--- src/rtl/bt_clear_ctrl.sv ---
// bt_clear_ctrl: alarm-driven clear/abort sequencer and LFSR randomness for BT register banks.
// Ports: clk, rst_n, alarm, seed_valid, seed -> rnd, clear, core_abort, ready, locked, alarm_cnt. Option: BT_ALARM_SYNC_EN.
module bt_clear_ctrl #(
  parameter int count        = 1,
  parameter int CLEAR_CYCLES = 4,
  parameter int HOLDOFF      = 16,
  parameter int MAX_ALARMS   = 3
) (
  input  logic             clk,
  input  logic             rst_n,
  input  logic             alarm,
  input  logic             seed_valid,
  input  logic [31:0]      seed,
  output logic [count-1:0] rnd,
  output logic             clear,
  output logic             core_abort,
  output logic             ready,
  output logic             locked,
  output logic [7:0]       alarm_cnt
);

  localparam int TMAX = (CLEAR_CYCLES > HOLDOFF) ?
                        CLEAR_CYCLES : HOLDOFF;
  localparam int TW = (TMAX > 1) ? $clog2(TMAX) : 1;
  localparam logic [TW-1:0] T_CLR = TW'(CLEAR_CYCLES - 1);
  localparam logic [TW-1:0] T_HLD = TW'(HOLDOFF - 1);

  typedef enum logic [1:0] {
    S_WIPE,
    S_HOLD,
    S_RUN,
    S_LOCK
  } state_t;

  state_t        state_q, state_d;
  logic [TW-1:0] timer_q, timer_d;
  logic [7:0]    cnt_q, cnt_d, cnt_inc;
  logic [31:0]   lfsr_q, lfsr_d;
  logic          alarm_in;
  logic          accept;
  logic          fb;

`ifdef BT_ALARM_SYNC_EN
  logic sync_q1, sync_q2;

  always_ff @(posedge clk or negedge rst_n) begin
    if (!rst_n) begin
      sync_q1 <= 1'b0;
      sync_q2 <= 1'b0;
    end else begin
      sync_q1 <= alarm;
      sync_q2 <= sync_q1;
    end
  end

  assign alarm_in = sync_q2;
`else
  assign alarm_in = alarm;
`endif

  // taps 32,22,2,1
  assign fb = lfsr_q[31] ^ lfsr_q[21] ^ lfsr_q[1] ^ lfsr_q[0];

  always_comb begin
    lfsr_d = {lfsr_q[30:0], fb};
    if (seed_valid) begin
      lfsr_d = (seed == 32'h0) ? 32'h1 : seed;
    end
  end

  assign accept  = alarm_in && (state_q != S_LOCK);
  assign cnt_inc = (cnt_q == 8'hFF) ? 8'hFF : cnt_q + 8'd1;

  // an accepted alarm overrides any timer expiry in the same cycle
  always_comb begin
    state_d = state_q;
    timer_d = timer_q;
    cnt_d   = cnt_q;
    if (accept) begin
      cnt_d = cnt_inc;
      if (int'(cnt_inc) >= MAX_ALARMS) begin
        state_d = S_LOCK;
      end else begin
        state_d = S_WIPE;
        timer_d = T_CLR;
      end
    end else begin
      unique case (state_q)
        S_WIPE: begin
          if (timer_q == '0) begin
            state_d = S_HOLD;
            timer_d = T_HLD;
          end else begin
            timer_d = timer_q - TW'(1);
          end
        end
        S_HOLD: begin
          if (timer_q == '0) begin
            state_d = S_RUN;
          end else begin
            timer_d = timer_q - TW'(1);
          end
        end
        S_RUN:  state_d = S_RUN;
        S_LOCK: state_d = S_LOCK;
        default: state_d = S_LOCK;
      endcase
    end
  end

  always_ff @(posedge clk or negedge rst_n) begin
    if (!rst_n) begin
      state_q    <= S_WIPE;
      timer_q    <= T_CLR;
      cnt_q      <= 8'd0;
      lfsr_q     <= 32'h1;
      clear      <= 1'b1;
      core_abort <= 1'b1;
      ready      <= 1'b0;
      locked     <= 1'b0;
    end else begin
      state_q    <= state_d;
      timer_q    <= timer_d;
      cnt_q      <= cnt_d;
      lfsr_q     <= lfsr_d;
      clear      <= (state_d == S_WIPE) || (state_d == S_LOCK);
      core_abort <= (state_d != S_RUN);
      ready      <= (state_d == S_RUN);
      locked     <= (state_d == S_LOCK);
    end
  end

  assign alarm_cnt = cnt_q;
  assign rnd       = lfsr_q[count-1:0];

endmodule
--- config.mk ---
export PLATFORM = sky130hd
export DESIGN_NAME = bt_clear_ctrl
export DESIGN_NICKNAME = d
export VERILOG_FILES = /design/src/rtl/bt_clear_ctrl.sv
export SDC_FILE = /design/constraint.sdc
export NUM_CORES = 1
export LEC_CHECK = 0
export BUFFER_PORTS_ARGS = -buffer_cell sky130_fd_sc_hd__buf_4
export CAP_MARGIN = 25
export CORE_ASPECT_RATIO = 0.75
export CORE_MARGIN = 2
export CORE_UTILIZATION = 48
export CTS_CLUSTER_SIZE = 25
export DETAILED_ROUTE_END_ITERATION = 8
export PLACE_DENSITY = 0.81
export SETUP_SLACK_MARGIN = 0.1
export SYNTH_ARGS = -nofsm -noshare
export SYNTH_HDL_FRONTEND = slang
export SYNTH_SLANG_ARGS = --single-unit
--- constraint.sdc ---
create_clock -name clk -period 2.1 [get_ports clk]
set_input_delay 0.21 -clock clk [delete_from_list [all_inputs] [get_ports clk]]
set_output_delay 0.21 -clock clk [all_outputs]
set_load 0.05 [all_outputs]
==> results of run 1 <==
-- metrics by stage --
step           power, mW  instances  utilization (%)
2_1_floorplan      1.381        181                -
4_1_cts            2.143        289            62.57
6_report           2.128        290            63.07
3_3_place_gp       1.513        280            60.01
3_5_place_dp       1.534        280            60.01
5_1_grt            2.243        290            63.07
-- layout make-up --
| class | instances | area [um^2] | area share [%] |
|---|---|---|---|
| Clock buffer | 7 | 96.34 | 3.400 |
| Tap cell | 57 | 71.32 | 2.517 |
| Inverter | 4 | 15.01 | 0.5298 |
| Sequential cell | 50 | 1265 | 44.64 |
| Timing Repair Buffer | 51 | 385.4 | 13.60 |
| Clock inverter | 1 | 8.758 | 0.3091 |
| Multi-Input combinational cell | 120 | 992.2 | 35.01 |
-- power breakdown --
part / switching, mW / leakage (nW) / internal (mW)
clock: 0.307 / 0.0544 / 0.302
sequential: 0.0560 / 0.577 / 1.06
combinational: 0.198 / 0.586 / 0.201
-- how the worst min path moves through the flow --
stage,from,end,slack [ns]
after floorplan,rst_n,alarm_cnt[0]$_DFFE_PN0P_,-0.09
after global placement,rst_n,alarm_cnt[3]$_DFFE_PN0P_,0.27
after detailed placement,rst_n,lfsr_q[27]$_DFF_PN0_,0.27
after CTS,seed[27],lfsr_q[27]$_DFF_PN0_,0.14
after global routing,seed[27],lfsr_q[27]$_DFF_PN0_,0.14
final,seed[4],lfsr_q[4]$_DFF_PN0_,0.15
-- worst register-to-register path: stages, from the launching register on --
cell and delay (ns):
dfrtp_2 0.46, ha_4 0.19, and4_4 0.21, o32a_1 0.38, and4_4 0.22, nor2_2 0.17, ha_1 0.27
-- repair_timing --
item	in CTS	in global routing
resized for setup	0	3
hold buffers	1	0
buffers inserted	0	1
setup endpoints to repair	0	8
hold endpoints to repair	45	0
-- placed cells by master, fill, tap and decap left out, types with 3 or more instances in the layout --
| cell | Yosys | routed |
|---|---|---|
| dfrtp_1 | 45 | 39 |
| a21oi_1 | 7 | 7 |
| a31oi_1 | 3 | 3 |
| nor3_1 | 5 | 5 |
| inv_1 | 4 | 4 |
| ha_1 | 5 | 3 |
| dfrtp_2 | 0 | 6 |
| dfstp_2 | 5 | 5 |
| clkbuf_8 | 0 | 7 |
| nand2_1 | 8 | 8 |
| nand4_1 | 4 | 4 |
| nor2_1 | 9 | 8 |
| buf_4 | 0 | 50 |
| mux2_2 | 32 | 32 |
| nand3_1 | 4 | 4 |
| nor4_1 | 8 | 8 |
-- flip-flops by register name, indices dropped and copies added, names as in the netlist --
| signal | count |
|---|---|
| lfsr_q | 32 |
| state_q | 2 |
| ready | 1 |
| timer_q | 4 |
| core_abort | 1 |
| locked | 1 |
| alarm_cnt | 8 |
| clear | 1 |
-- layer usage --
metal	up-vias	global-route usage, %
met4	0	5.738
met1	786	26.03
met2	42	27.02
met3	5	4.325
met5	-	0
li1	769	-
-- kinds of logic after synthesis --
| family | count (synthesis) |
|---|---|
| buffers and inverters | 11 |
| XOR/XNOR | 3 |
| AND/OR/NAND/NOR | 52 |
| multiplexers | 32 |
| flip-flops | 50 |
| AO/OA/AOI/OAI | 28 |
| adder cells (fa/ha/maj) | 5 |
==> key figures, run 1 <==
STA
  – Unrepaired setup endpoints after global routing: true
  – Peak Freq: 507.3 MHz
  – Hold WS: 0.1462 ns
  – Worst Tran Pin Value: 0.6086 ns
  – Skew final: 0.005530 ns
  – Max Slew Vio Count: 0
  – Final WS setup: 0.1288 ns
  – Tcrit/Tclk final: 93.87%
  – Setup TNS: 0 ns
  – Final hold viol count: 0
  – Max transition margin: 59.43%
  – Final Setup Violations: 0
  – Crit path time final: 1.971 ns

Drt
  – Post-route DRC: 0
  – Pre-antenna DRT Iters: 4
  – Routed len/inst: 15.37 um
  – Post-route ant nets: 0
  – Metal3 WL: 212 um
  – Starting DRC count in detailed routing: 113
  – Detail-routed via count per cell: 5.524
  – Met2 routed WL: 2.065 mm
  – Max Used Layer: met4
  – Routed wire length: 4.456 mm
  – Met1 wire length: 2.136 mm
  – Vias: 1,602

Worst setup path
  – WS Path Type: flip-flop to flip-flop
  – Most frequent cell on the critical path: and4_4
  – Data required, critical path: 2.32 ns
  – Critical path capture point type: flip-flop
  – CP max-delay cell: dfrtp_2
  – CP Buf/Inv Count: 0
  – Worst setup path start: alarm_cnt[0]$_DFFE_PN0P_
  – CP Max Fanout: 6
  – Setup crit start kind: flip-flop
  – R2r endpoint: clear$_DFF_PN1_
  – Cells on worst reg2reg path: 6
  – Stages on worst setup path: 6
  – Critical R2R Launch: alarm_cnt[0]$_DFFE_PN0P_
  – Delay of the slowest cell on the worst path: 0.46 ns
  – Worst path cell trace: ha_4 > and4_4 > o32a_1 > and4_4 > nor2_2 > ha_1
  – Critical Path AT: 2.20 ns
  – Critical Path End: clear$_DFF_PN1_
  – Delay-heaviest family, CP: simple AND/OR/NAND/NOR gates
  – R2R setup slack: 0.13 ns

Synthesis
  – Synth Area in Simple Gates: 12.91%
  – Post-synth net total: 222
  – Async S/R FF share, synth: 100.0%
  – Number of enable flip-flop cells after synthesis: 0
  – Syn avg cell area: 12.48 um^2
  – Largest family of logic cells by synthesized area: multiplexers
  – Sequential fraction of the synthesis area: 55.68%
  – Mapped Cells: 181
  – Yosys reg bits: 50
  – Mux share of post-synthesis cell area: 15.96%
  – Mapped cell area: 0.002258 mm^2
  – Post-synthesis compound-gate area fraction: 9.030%
  – XOR/XNOR Fraction of Synth Area: 1.163%
  – Post-synth top area share: 49.86%
  – Adder-cell share of the synthesized area: 2.770%
  – Most common cell in the netlist: dfrtp_1
  – Area contributors post-synth: dfrtp_1, mux2_2, dfstp_2, ha_1, nor4_1
  – Area leader, netlist: dfrtp_1
  – Main synth FF type: dfrtp_1
  – Syn. warnings: 0
  – Commonest cells post-synth: dfrtp_1, mux2_2, nor2_1
  – Synth cell types: 41

Cells and area
  – # fillers: 374
  – Final net count: 273
  – Post-route cell area: 0.002834 mm^2
  – Ant. Diodes: 0
  – Layout cells sized above 1: 49.36%
  – Area grow syn2layout: 25.48%

Min path
  – Hold path depth: 2
  – Min-Delay Path Class: input pin to flip-flop

Flow run
  – Max-cap viol count: 0

CTS
  – Clock latency at the later pin of the worst-skew pair: 0.30 ns
  – CTS buffer count: 5
  – CTS clk-pin slew, worst paths: 0.09 ns
  – Clk sinks: 50
  – Max clock buf depth: 2
  – CTS tree: yes
  – Root Driver: clkbuf_8
  – CTS HTree Levels: 2

Placement
  – Detail Placement HPWL: 3.168 mm
  – Routability Congestion: 0.8369
  – Post-place setup slack: 0.1283 ns
  – Placed Area: 0.002696 mm^2
  – # port buffers: 48

Run status
  – Status: finished clean

Floorplanning
  – Ports: 49
  – DIE HEIGHT: 63.41 um
  – Die width: 83.21 um
  – Core Region: 0.004493 mm^2
  – Num rows: 21
  – DIE AREA: 0.005276 mm^2
  – Initial core utilization: 50.26%

Global routing
  – First-pass GRT wire length: 7.452 mm
  – Number of global-route vias before repair: 1,555
  – Largest net degree at the start of global routing: 51
  – Total gr overflow: 0
  – Gr usage total: 18.02%
  – Initial antenna violation count: 0

Power
  – Leakage Power: 1.217 nW
  – VDD IR max: 0.4806 mV
  – P per Cell Area: 750.8 mW/mm^2
Note: power is estimated with default switching activity, not from simulation.
==> inputs of run 2 (changes only) <==
--- a/config.mk
+++ b/config.mk
@@ -12,7 +12,7 @@
 export CORE_UTILIZATION = 48
 export CTS_CLUSTER_SIZE = 25
 export DETAILED_ROUTE_END_ITERATION = 8
-export PLACE_DENSITY = 0.81
+export PLACE_DENSITY = 0.86
 export SETUP_SLACK_MARGIN = 0.1
 export SYNTH_ARGS = -nofsm -noshare
 export SYNTH_HDL_FRONTEND = slang
==> run 2 against run 1 <==
Clock skew about the same; clock-buffer cell count grew 1; routed wire length rose by 0.99%; combinational power about the same; maximum frequency is 0.98% higher; flip-flop and latch count unchanged; die area unchanged; non-clock buffer count unchanged; via count grew 0.25%; critical endpoint is now locked$_DFF_PN0_; register-to-register slack improved by 0.02 ns; hold slack worse by 0.0060 ns; first-iteration DRC count decreased by 12%.
==> key figures, run 2 (synthesized netlist as in run 1, its figures left out) <==
Worst setup path
  – Data required, critical path: 2.30 ns (-0.02 ns)
  – R2R setup slack: 0.15 ns (+0.02 ns)
  – Setup crit start kind: flip-flop
  – R2r endpoint: locked$_DFF_PN0_
  – Cells on worst reg2reg path: 7 (+1)
  – CP Max Fanout: 6 (unchanged)
  – Critical Path AT: 2.15 ns (-0.05 ns)
  – CP max-delay cell: dfrtp_2
  – Critical path capture point type: flip-flop
  – Delay of the slowest cell on the worst path: 0.45 ns (about the same)
  – Worst path cell trace: ha_4 > and4_4 > and2_4 > o21ai_4 > nand3_2 > a221o_1 > ha_1
  – Delay-heaviest family, CP: compound AO/OA/AOI/OAI gates
  – WS Path Type: flip-flop to flip-flop
  – Critical R2R Launch: alarm_cnt[1]$_DFFE_PN0P_
  – CP Buf/Inv Count: 0 (unchanged)

Global routing
  – First-pass GRT wire length: 7.603 mm (+2.0%)
  – Largest net degree at the start of global routing: 51 (unchanged)
  – Total gr overflow: 0 (unchanged)
  – Initial antenna violation count: 0 (unchanged)
  – Number of global-route vias before repair: 1,551 (-0.26%)
  – Gr usage total: 18.53% (+0.52 points)

STA
  – Final Setup Violations: 0 (unchanged)
  – Max transition margin: 58.76% (-0.67 points)
  – Peak Freq: 512.2 MHz (+0.98%)
  – Max Slew Vio Count: 0 (unchanged)
  – Tcrit/Tclk final: 92.96% (-0.91 points)
  – Skew final: 0.005624 ns (+0.00009432 ns)
  – Setup TNS: 0 ns (unchanged)
  – Crit path time final: 1.952 ns (-0.01904 ns)
  – Worst Tran Pin Value: 0.6185 ns (+0.009977 ns)
  – Hold WS: 0.1402 ns (-0.006015 ns)
  – Unrepaired setup endpoints after global routing: true
  – Final hold viol count: 0 (unchanged)

Floorplanning
  – Ports: 49 (unchanged)
  – Core Region: 0.004493 mm^2 (unchanged)
  – Initial core utilization: 50.26% (unchanged)
  – DIE AREA: 0.005276 mm^2 (unchanged)
  – DIE HEIGHT: 63.41 um (unchanged)
  – Num rows: 21 (unchanged)
  – Die width: 83.21 um (unchanged)

Cells and area
  – Layout cells sized above 1: 48.07% (-1.3 points)
  – Commonest non-fill, non-tap cell in the layout: buf_4
  – Final net count: 273 (unchanged)
  – Max FFs per register: 32 (unchanged)
  – Area grow syn2layout: 24.71%
  – # fillers: 348 (-7.0%)
  – Ant. Diodes: 0 (unchanged)
  – Most frequent cells in the layout: buf_4, dfrtp_1, mux2_2
  – Reg with most FFs: lfsr_q
  – Multi-input logic area: 989.7 um^2 (-0.25%)
  – FF+latch area: 0.001265 mm^2 (unchanged)

Min path
  – Min-Delay Path Class: input pin to flip-flop
  – Worst Hold Launch: seed[4]
  – Hold path depth: 2 (unchanged)
  – Hold Path End: lfsr_q[4]$_DFF_PN0_

Power
  – Leakage Power: 1.208 nW (-0.69%)
  – Clk pwr share: 27.2% (-1.4 points)
  – Comb pwr share: 19.3% (+0.5 points)
  – Cell Int Power: 1.532 mW (-2.1%)
  – Switching Fraction: 26.58% (+0.18 points)
  – P per Cell Area: 741.1 mW/mm^2 (-1.3%)
  – Sequential share of power: 53.5% (+0.9 points)
  – VDD IR max: 0.5174 mV (+7.7%)
  – Net switching power: 554.7 uW (-1.3%)
  – Total power: 2.087 mW (-1.9%)

CTS
  – CTS buffer count: 5 (unchanged)
  – Root Driver: clkbuf_8
  – CTS tree: yes
  – CTS HTree Levels: 2 (unchanged)
  – Clk sinks: 50 (unchanged)
  – CTS clk-pin slew, worst paths: 0.08 ns (about the same)
  – Clock latency at the later pin of the worst-skew pair: 0.30 ns (about the same)
  – Max clock buf depth: 2 (unchanged)

Drt
  – Post-route ant nets: 0 (unchanged)
  – Vias: 1,606 (+0.25%)
  – Starting DRC count in detailed routing: 99 (-12%)
  – Post-route DRC: 0 (unchanged)
  – Pre-antenna DRT Iters: 4 (unchanged)
  – Routed wire length: 4.500 mm (+0.99%)
  – Detail-routed via count per cell: 5.538 (+0.25%)
  – Routed len/inst: 15.52 um (+0.99%)

Run status
  – Status: finished clean

Placement
  – Routability Congestion: 0.8066 (-3.6%)
  – Detail Placement HPWL: 3.226 mm (+1.8%)
  – # port buffers: 48 (unchanged)

Flow run
  – Max-cap viol count: 0 (unchanged)
[run 2: how the worst max path moves through the flow]
stage | startpoint | endpoint | slack [ns] | depth (start not counted)
final | alarm_cnt[1]$_DFFE_PN0P_ | locked$_DFF_PN0_ | 0.15 | 7
after global routing | alarm_cnt[1]$_DFFE_PN0P_ | clear$_DFF_PN1_ | 0.07 | 7
after CTS | alarm_cnt[0]$_DFFE_PN0P_ | locked$_DFF_PN0_ | 0.13 | 7
after detailed placement | alarm_cnt[0]$_DFFE_PN0P_ | locked$_DFF_PN0_ | 0.14 | 7
after global placement | alarm_cnt[0]$_DFFE_PN0P_ | clear$_DFF_PN1_ | 0.21 | 7
after floorplan | alarm_cnt[0]$_DFFE_PN0P_ | locked$_DFF_PN0_ | 0.11 | 7
[run 2: layer usage]
| metal | vias to the layer above | global-route usage (%) | routed length (um) |
|---|---|---|---|
| li1 | 770 | - | - |
| met1 | 784 | 26.09 | 2092 |
| met3 | 8 | 5.636 | 256 |
| met4 | 0 | 6.148 | 69 |
| met5 | - | 0 | 0 |
| met2 | 44 | 27.52 | 2082 |
[run 2: stage by stage]
stage | util [%] | std cells | setup slack (ns) | cell area, um^2
after detailed placement | 60.01 | 280 | 0.1421 | 2696
after floorplan | - | 181 | 0.1147 | 2298
after CTS | 62.24 | 289 | 0.1274 | 2796
after global routing | 62.68 | 290 | 0.07243 | 2816
after global placement | 60.01 | 280 | 0.2091 | 2696
final | 62.68 | 290 | 0.1478 | 2816
[run 2: worst register-to-register path, stage by stage, from the launching register on]
cell     delay (ns)
dfrtp_2        0.45
ha_4           0.19
and4_4         0.21
and2_4         0.18
o21ai_4        0.15
nand3_2        0.11
a221o_1        0.36
ha_1           0.20
[run 2: repair_timing]
| action | in CTS | in global routing |
|---|---|---|
| hold endpoints to repair | 45 | 0 |
| setup buffers | 0 | 1 |
| gates resized for setup | 0 | 2 |
| hold buffers | 1 | 0 |
| setup endpoints to repair | 0 | 7 |
[run 2: power groups by stage]
stage               clock network [mW]  registers (mW)  logic [mW]
floorplan                            0            1.19       0.189
global placement                     0            1.13       0.381
detailed placement                   0            1.14       0.394
CTS                              0.591            1.12       0.397
global route                     0.632            1.13       0.438
finish                           0.568            1.12       0.402
[run 2: cell type report]
| cell class | instances | share of cell area [%] |
|---|---|---|
| Tap cell | 57 | 2.532 |
| Clock buffer | 8 | 3.199 |
| Sequential cell | 50 | 44.91 |
| Multi-Input combinational cell | 120 | 35.14 |
| Timing Repair Buffer | 51 | 13.68 |
| Inverter | 4 | 0.5331 |
